<file path="config.mk">
export PLATFORM = sky130hd
export DESIGN_NAME = jk_sync_updown_counter
export DESIGN_NICKNAME = d
export VERILOG_FILES = /design/src/rtl/jk_counter_pkg.sv /design/src/rtl/jk_ff_cell.sv /design/src/rtl/jk_sync_updown_counter.sv
export SDC_FILE = /design/constraint.sdc
export NUM_CORES = 1
export LEC_CHECK = 0
export ABC_AREA = 0
export CELL_PAD_IN_SITES_DETAIL_PLACEMENT = 0
export CELL_PAD_IN_SITES_GLOBAL_PLACEMENT = 1
export CORE_AREA = 2 2 39 41
export CTS_CLUSTER_DIAMETER = 100
export DETAILED_ROUTE_END_ITERATION = 10
export DIE_AREA = 0 0 41 43
export PLACE_DENSITY = 0.71
export SLEW_MARGIN = 0
export SYNTH_ARGS = -nofsm -noshare
export SYNTH_HDL_FRONTEND = slang
export SYNTH_SLANG_ARGS = --single-unit
</file>
<file path="constraint.sdc">
create_clock -name clk -period 4 [get_ports clk]
set_clock_uncertainty 0.15 [all_clocks]
set_input_delay 0.6 -clock clk [delete_from_list [all_inputs] [get_ports clk]]
set_output_delay 0.6 -clock clk [all_outputs]
set_load 0.02 [all_outputs]
</file>
<file path="src/rtl/jk_counter_pkg.sv">
// ============================================================================
// Module      : jk_counter_pkg
// Description : Shared direction codes, the all-ones helper and the JK mode
//               enum for the JK-cell up/down counter.
// Revision    : 1.0 - initial release
// ============================================================================
`default_nettype none

package jk_counter_pkg;

  localparam logic DIR_UP = 1'b0;
  localparam logic DIR_DN = 1'b1;

  // Encoding matches {j, k}, so a cell can cast its inputs directly.
  typedef enum logic [1:0] {
    JK_HOLD   = 2'b00,
    JK_RESET  = 2'b01,
    JK_SET    = 2'b10,
    JK_TOGGLE = 2'b11
  } jk_mode_t;

  function automatic logic [63:0] all_ones(input int w);
    logic [63:0] r;
    r = '0;
    for (int i = 0; i < 64; i++) begin
      if (i < w) r[i] = 1'b1;
    end
    return r;
  endfunction

endpackage

`default_nettype wire

</file>
<file path="src/rtl/jk_ff_cell.sv">
// ============================================================================
// Module      : jk_ff_cell
// Description : Single-bit edge-triggered JK flip-flop, async active-low clear.
// Revision    : 1.0 - initial release
// ============================================================================
`default_nettype none

module jk_ff_cell
  import jk_counter_pkg::*;
(
  input  logic clk,
  input  logic CLR_N,
  input  logic j,
  input  logic k,
  output logic q,
  output logic qbar
);

  logic r_q;

  always_ff @(posedge clk or negedge CLR_N) begin
    if (!CLR_N) begin
      r_q <= 1'b0;
    end else begin
      case (jk_mode_t'({j, k}))
        JK_HOLD:   r_q <= r_q;
        JK_RESET:  r_q <= 1'b0;
        JK_SET:    r_q <= 1'b1;
        JK_TOGGLE: r_q <= ~r_q;
        default:   r_q <= r_q;
      endcase
    end
  end

  assign q    = r_q;
  assign qbar = ~r_q;

endmodule

`default_nettype wire

</file>
<file path="src/rtl/jk_sync_updown_counter.sv">
// ============================================================================
// Module      : jk_sync_updown_counter
// Description : Presettable synchronous up/down counter of WIDTH JK cells with
//               carry/borrow look-ahead; cascadable through max_min and tc.
//               Define COUNTER_SATURATE_EN to stop at the terminal value.
// Revision    : 1.0 - initial release
// ============================================================================
`default_nettype none

module jk_sync_updown_counter
  import jk_counter_pkg::*;
#(
  parameter int WIDTH = 4
) (
  input  logic             clk,
  input  logic             CLR_N,
  input  logic             load,
  input  logic [WIDTH-1:0] d,
  input  logic             en,
  input  logic             dn_up,
  output logic [WIDTH-1:0] q,
  output logic             max_min,
  output logic             tc
);

  localparam logic [63:0] C_ONES = all_ones(WIDTH);

  logic [WIDTH-1:0] w_q;
  logic [WIDTH-1:0] w_qbar;
  logic [WIDTH-1:0] w_j;
  logic [WIDTH-1:0] w_k;
  logic [WIDTH-1:0] w_t;
  logic             w_max_min;
  logic             w_sat;

  assign w_max_min = (dn_up == DIR_DN) ? (w_q == '0)
                                       : (w_q == C_ONES[WIDTH-1:0]);

`ifdef COUNTER_SATURATE_EN
  assign w_sat = w_max_min;
`else
  assign w_sat = 1'b0;
`endif

  generate
    for (genvar i = 0; i < WIDTH; i++) begin : g_bit
      if (i == 0) begin : g_lsb
        assign w_t[i] = en & ~w_sat;
      end else begin : g_upper
        // Toggle when every lower bit is 1 (up) or 0 (down).
        assign w_t[i] = en & ~w_sat &
                        ((dn_up == DIR_DN) ? (&w_qbar[i-1:0]) : (&w_q[i-1:0]));
      end

      assign w_j[i] = load ? d[i]  : w_t[i];
      assign w_k[i] = load ? ~d[i] : w_t[i];

      jk_ff_cell u_cell (
        .clk  (clk),
        .CLR_N(CLR_N),
        .j    (w_j[i]),
        .k    (w_k[i]),
        .q    (w_q[i]),
        .qbar (w_qbar[i])
      );
    end
  endgenerate

  assign q       = w_q;
  assign max_min = w_max_min;
  assign tc      = w_max_min & en;

endmodule

`default_nettype wire
</file>
==> results of run 1 <==
[per-layer routing]
layer	part of all wire	up-vias
met5	0	-
met4	0.026	0
met3	0.082	2
met2	0.44	13
met1	0.45	123
li1	-	150
[synth_stat cells, types with 2 or more instances]
library cell	instances
sky130_fd_sc_hd__inv_1	2
sky130_fd_sc_hd__buf_4	4
sky130_fd_sc_hd__nand2_1	2
sky130_fd_sc_hd__clkbuf_1	2
sky130_fd_sc_hd__dfrtp_1	4
sky130_fd_sc_hd__nand4b_1	3
sky130_fd_sc_hd__nor2_1	2
sky130_fd_sc_hd__nand3_1	2
[report_power, final]
group	internal, W	switching [W]	total (W)	leakage, nW
Sequential	0.0000461	0.00000903	0.0000551	0.0470
Clock	0.0000335	0.0000161	0.0000496	0.0138
Combinational	0.0000289	0.0000219	0.0000508	0.122
Total	0.000109	0.0000470	0.000156	0.183
[path summary, 6_finish.rpt]
check                                        from                end  cells past startpoint  slack, ns
worst max-delay path                        dn_up                 tc                      5       0.70
worst min-delay path                        CLR_N  g_bit[2].u_cell.q                      1       0.42
worst max register to register  g_bit[1].u_cell.q  g_bit[3].u_cell.q                      3       2.30
worst min register to register  g_bit[3].u_cell.q  g_bit[3].u_cell.q                      2       0.49
max in group asynchronous                   CLR_N  g_bit[3].u_cell.q                      1       3.12
min in group clk                g_bit[3].u_cell.q  g_bit[3].u_cell.q                      2       0.49
[critical path: cells and delay by family]
family | cells | cell delay, ns
AND/OR/NAND/NOR | 2 | 0.64
buffers and inverters | 2 | 1.14
multiplexers | 1 | 0.16
[area by class of cell]
cell class,instances,area share
inverters,2,0.0160
multi-input cells,24,0.383
repair buffers,14,0.298
flip-flops and latches,4,0.213
clock buffers,3,0.0479
well taps,16,0.0426
[through the flow]
step	cells	util
global placement	60	0.324
global route	63	0.340
floorplan	36	-
detailed placement	60	0.324
finish	63	0.340
CTS	63	0.340
[cells by family (layout without fill, tap and decap cells)]
family | after synthesis | in the layout | share of synthesized area
xor gates and xnor gates | 2 | 2 | 0.0539
muxes | 1 | 1 | 0.0308
DFF | 4 | 4 | 0.308
buffers and inverters | 8 | 19 | 0.138
AOI/OAI and AO/OA | 6 | 6 | 0.154
and+or+nand+nor | 15 | 15 | 0.315
==> run summary, run 1 <==
==============================================================================
Post-CTS resize count                                                        0
Detailed Route WL                                                       611 µm
Arrival time of data at the critical path endpoint                     2.55 ns
Synth area leaders                                                sky130_fd_sc_hd__dfrtp_1 (31%), sky130_fd_sc_hd__buf_4 (9.2%), sky130_fd_sc_hd__nand4b_1 (8.1%)
Startpoint Class                                                     input pin
Met2 Resource Use GR                                                     0.103
Height of the die                                                        43 µm
CTS root buf                                                      sky130_fd_sc_hd__clkbuf_4
Most Used Layer, Global Route                                             met2
Largest incremental delay on the critical path                         0.59 ns
Vias in the first global route                                             240
Max reg flops                                                                4
Total design power                                                  0.000156 W
Pin slew with the least headroom to its limit                         0.371 ns
Largest net degree at the start of global routing                           12
Setup slack of the critical path after layout                         0.704 ns
Seq cells post-synth                                                         4
Post-placement worst setup slack                                      0.710 ns
Sequential cell area fraction in the yosys report                        0.308
Fraction of the cycle the final worst path needs                         0.824
Buffers inserted during post-CTS setup optimization                          0
Ports                                                                       15
Status                                                            finished clean
# H-tree levels                                                              1
Endpoints failing setup                                                      0
First DRT Iteration DRCs                                                     4
Storage element area                                                   100 µm²
Aggregate global routing overflow                                            0
Worst setup path category                                            in -> out
Synthesis Warnings                                                           0
CTS tree                                                                   yes
Cts hold-fix bufs                                                            0
Global-route wire length before repair                                  931 µm
Shortest clock period the worst path allows after layout               3.30 ns
Overall via count from detail_route                                        288
Asr flop ratio synth                                                      1.00
Final worst hold slack                                                0.416 ns
Maximum net fanout on the critical path                                      5
Area delta synth->final                                                  44.6%
Power density over the cells                                        331 nW/µm²
Most common cell after layout, fill and taps aside                sky130_fd_sc_hd__clkdlybuf4s50_1
Total CTS buffers                                                            3
RSZ-0062 raised after global routing                                        no
GR Util met3                                                            0.0157
Final total negative setup slack                                          0 ns
Number of pins with negative max-slew slack in the final report              0
Mapped Cells                                                                36
Vias/cell                                                                 4.57
Die ar.                                                               1760 µm²
Core box area                                                         1380 µm²
Number of buffer cells added on primary ports                               14
Routed length per instance                                             9.70 µm
Post-synthesis net count                                                    45
Finished layout cell area                                              470 µm²
Cells along the critical path                                     clkdlybuf4s50_1, or4b_4, mux2i_1, and2_1, clkdlybuf4s50_1
Peak clock frequency supported by timing                             0.303 GHz
Worst min-delay path category                                      in -> async
Max-slew headroom                                                        0.752
Die width                                                                41 µm
Post-route antenna net violation count                                       0
Fraction of final layout cells sized beyond drive strength 1             0.106
Total cell area at the placement stage                                 448 µm²
Worst ir drop on vdd                                                  0.151 mV
Standby leakage power                                                 0.183 nW
Starting Density                                                         0.235
Number of synthesized flops with an enable pin                               0
Antenna violations before repair                                             0
Post-synth top flop                                               sky130_fd_sc_hd__dfrtp_1
Count of TritonRoute iterations in the first routing pass                    4
Area share of the largest cell type after synthesis                      0.308
Clock network latency to the later pin of the worst-skew pair          0.23 ns
Final estimated routing congestion in global placement                   0.696
Avg Cell Area, Syn                                                    9.04 µm²
N_diodes                                                                     0
Area of combinational cells with multiple inputs                       180 µm²
Final Hold Vio Count                                                         0
Most common cell type on the critical path                        sky130_fd_sc_hd__clkdlybuf4s50_1
Met1 Usage GRT                                                           0.101
Dominant cell type by area after synthesis                        sky130_fd_sc_hd__dfrtp_1
Slowest cell on the critical path                                 sky130_fd_sc_hd__clkdlybuf4s50_1
Required arrival time at the worst endpoint                            3.25 ns
CTS clk-pin slew, worst paths                                          0.04 ns
Mapped Area                                                            325 µm²
Maximum count of clock buffers along a single path                           2
Crit. End Element                                                 primary output
Residual DRC count                                                           0
Number of maximum-capacitance violations                                     0
Count of fill cells added during filler insertion                          161
Half-perimeter wire length after placement                              481 µm
Total routing resource utilization after global routing                 0.0796
Most frequent cells in the layout                                 sky130_fd_sc_hd__clkdlybuf4s50_1 (14), sky130_fd_sc_hd__dfrtp_1 (4), sky130_fd_sc_hd__nand4b_1 (3), sky130_fd_sc_hd__clkbuf_4 (3)
Net count reported at finish                                                58
Count of different cell masters after synthesis                             23
Number of sinks driven by the clock tree                                     4
Row Count                                                                   14
==============================================================================
No activity file was read; power rests on OpenSTA's default activity.
==> run 2: changes to the inputs <==
--- a/config.mk
+++ b/config.mk
@@ -8,11 +8,11 @@
 export ABC_AREA = 0
 export CELL_PAD_IN_SITES_DETAIL_PLACEMENT = 0
 export CELL_PAD_IN_SITES_GLOBAL_PLACEMENT = 1
-export CORE_AREA = 2 2 39 41
+export CORE_MARGIN = 2
+export CORE_UTILIZATION = 24
 export CTS_CLUSTER_DIAMETER = 100
 export DETAILED_ROUTE_END_ITERATION = 10
-export DIE_AREA = 0 0 41 43
-export PLACE_DENSITY = 0.71
+export PLACE_DENSITY = 0.73
 export SLEW_MARGIN = 0
 export SYNTH_ARGS = -nofsm -noshare
 export SYNTH_HDL_FRONTEND = slang
==> constraint.sdc (replaced) <==
create_clock -name clk -period 3 [get_ports clk]
set_clock_uncertainty 0.15 [all_clocks]
set_input_delay 0.45 -clock clk [delete_from_list [all_inputs] [get_ports clk]]
set_output_delay 0.45 -clock clk [all_outputs]
set_load 0.02 [all_outputs]
==> run summary, run 2 (synthesized netlist as in run 1, its figures left out) <==
==============================================================================
Most common cell after layout, fill and taps aside                sky130_fd_sc_hd__clkdlybuf4s50_1
Startpoint of the worst register-to-register path                 g_bit[1].u_cell.q
Row Count                                                                   13   -1
Clock network latency to the later pin of the worst-skew pair          0.24 ns   about the same
Fraction of final layout cells sized beyond drive strength 1             0.125   +0.0186
Crit. End Element                                                 primary output
Fraction of the cycle the final worst path needs                         0.971
Sw Share                                                                 0.312   +0.00981
# H-tree levels                                                              1   unchanged
Sw Pwr                                                             0.0000661 W   +41%
Endpoints failing setup                                                      0   unchanged
Cell internal power dissipation                                     0.000146 W   +34%
Detailed Route WL                                                       701 µm   +15%
Residual DRC count                                                           0   unchanged
Aggregate global routing overflow                                            0   unchanged
Number of buffer cells added on primary ports                               14   unchanged
Global-route wire length before repair                                 1.24 mm   +33%
CTS root buf                                                      sky130_fd_sc_hd__clkbuf_4
Maximum count of clock buffers along a single path                           2   unchanged
Height of the die                                                      40.8 µm   -5.1%
CTS clk-pin slew, worst paths                                          0.04 ns   about the same
Total cell area at the placement stage                                 454 µm²   +1.4%
Number of maximum-capacitance violations                                     0   unchanged
Finished layout cell area                                              477 µm²   +1.3%
Relative contribution of sequential cells to total power                 0.350   -0.005
Most frequent cells in the layout                                 sky130_fd_sc_hd__clkdlybuf4s50_1 (14), sky130_fd_sc_hd__dfrtp_1 (4), sky130_fd_sc_hd__nand4b_1 (3), sky130_fd_sc_hd__clkbuf_4 (3)
Ports                                                                       15   unchanged
Total CTS buffers                                                            3   unchanged
Standby leakage power                                                 0.187 nW   +2.6%
Final worst hold slack                                                0.263 ns   -0.153 ns
Number of pins with negative max-slew slack in the final report              0   unchanged
Crit Reg-Reg Endpoint                                             g_bit[3].u_cell.q
CTS tree                                                                   yes
Routed length per instance                                             11.1 µm   +15%
Length in cells of the worst reg-to-reg path                                 3   unchanged
N_diodes                                                                     0   unchanged
Pin slew with the least headroom to its limit                         0.378 ns   +0.00750 ns
Worst ir drop on vdd                                                  0.152 mV   +0.47%
Buffers inserted during post-CTS setup optimization                          0   unchanged
Worst setup path category                                            in -> out
First DRT Iteration DRCs                                                     3   -1
Post-route antenna net violation count                                       0   unchanged
Max reg flops                                                                4   unchanged
Max-slew headroom                                                        0.747   -0.00502
Final estimated routing congestion in global placement                   0.679   -2.4%
Area delta synth->final                                                  46.5%
Half-perimeter wire length after placement                              511 µm   +6.1%
Comb power frac                                                          0.327   about the same
Count of TritonRoute iterations in the first routing pass                    2   -2
Startpoint Class                                                     input pin
Final Hold Vio Count                                                         0   unchanged
Required arrival time at the worst endpoint                            2.40 ns   -0.85 ns
Starting Density                                                         0.253   +0.0181
Arrival time of data at the critical path endpoint                     2.31 ns   -0.24 ns
Maximum net fanout on the critical path                                      3   -2
Post-CTS resize count                                                        0   unchanged
Die width                                                              40.8 µm   -0.45%
Overall via count from detail_route                                        297   +3.1%
Core box area                                                         1280 µm²   -7.1%
Peak clock frequency supported by timing                             0.343 GHz
Shortest clock period the worst path allows after layout               2.91 ns
Worst min-delay path category                                      in -> async
Final total negative setup slack                                          0 ns   unchanged
Clock power frac                                                         0.323   +0.004
Setup slack on the worst flop-to-flop path                             1.29 ns   -1.01 ns
Total routing resource utilization after global routing                  0.125   +0.0453
Antenna violations before repair                                             0   unchanged
Vias/cell                                                                 4.71   +3.1%
Count of fill cells added during filler insertion                          148   -8.1%
Number of sinks driven by the clock tree                                     4   unchanged
Power density over the cells                                        444 nW/µm²   +34%
Status                                                            finished clean
Largest net degree at the start of global routing                           12   unchanged
Net count reported at finish                                                59   +1.7%
Die ar.                                                               1670 µm²   -5.5%
Cts hold-fix bufs                                                            0   unchanged
Vias in the first global route                                             289   +20%
RSZ-0062 raised after global routing                                        no
==============================================================================
[run 2: cell types whose count changed in the layout (fill, tap and decap cells not counted), sizes merged]
| cell | previous run | this run |
|---|---|---|
| buf | 0 | 1 |
[run 2: worst max path at each step]
stage                                  from  slack, ns  endpoint
after detailed placement              dn_up       0.10        tc
after global routing                  dn_up       0.02        tc
after global placement                dn_up        0.1        tc
after CTS                             dn_up       0.08        tc
final                                 dn_up       0.09        tc
after floorplan           g_bit[1].u_cell.q       0.75        tc
[run 2: per-layer routing]
| metal | wire, µm | GRT usage |
|---|---|---|
| met3 | 36 | 0.0163 |
| met1 | 352 | 0.134 |
| met2 | 272 | 0.180 |
| met4 | 40 | 0.175 |
| met5 | 0 | 0 |
[run 2: per-stage QoR]
step | std cells | power (W) | utilization | worst slack [ns]
2_1_floorplan | 36 | 0.000119 | - | 0.748
3_3_place_gp | 60 | 0.000144 | 0.353 | 0.0980
3_5_place_dp | 60 | 0.000144 | 0.353 | 0.102
4_1_cts | 63 | 0.000214 | 0.371 | 0.0808
5_1_grt | 63 | 0.000227 | 0.371 | 0.0162
6_report | 63 | 0.000212 | 0.371 | 0.0870
[run 2: worst max-delay path, cell delays in order]
cell and delay [ns]:
sky130_fd_sc_hd__clkdlybuf4s50_1 0.47, sky130_fd_sc_hd__or4b_4 0.48, sky130_fd_sc_hd__mux2i_1 0.18, sky130_fd_sc_hd__and2_1 0.14
sky130_fd_sc_hd__clkdlybuf4s50_1 0.59
[run 2: power groups by stage]
stage | clock (W) | combinational (W) | sequential, W
floorplan | 0 | 0.0000475 | 0.0000715
global placement | 0 | 0.0000693 | 0.0000742
detailed placement | 0 | 0.0000695 | 0.0000747
CTS | 0.0000703 | 0.0000699 | 0.0000739
global route | 0.0000752 | 0.0000767 | 0.0000755
finish | 0.0000684 | 0.0000691 | 0.0000742
[run 2: area by class of cell]
type,instances,area [µm²],area share
repair buffers,15,148,0.310
inverters,2,7.51,0.0157
multi-input cells,24,180,0.378
clock buffers,3,22.5,0.0472
flip-flops and latches,4,100,0.210
well taps,15,18.8,0.0394
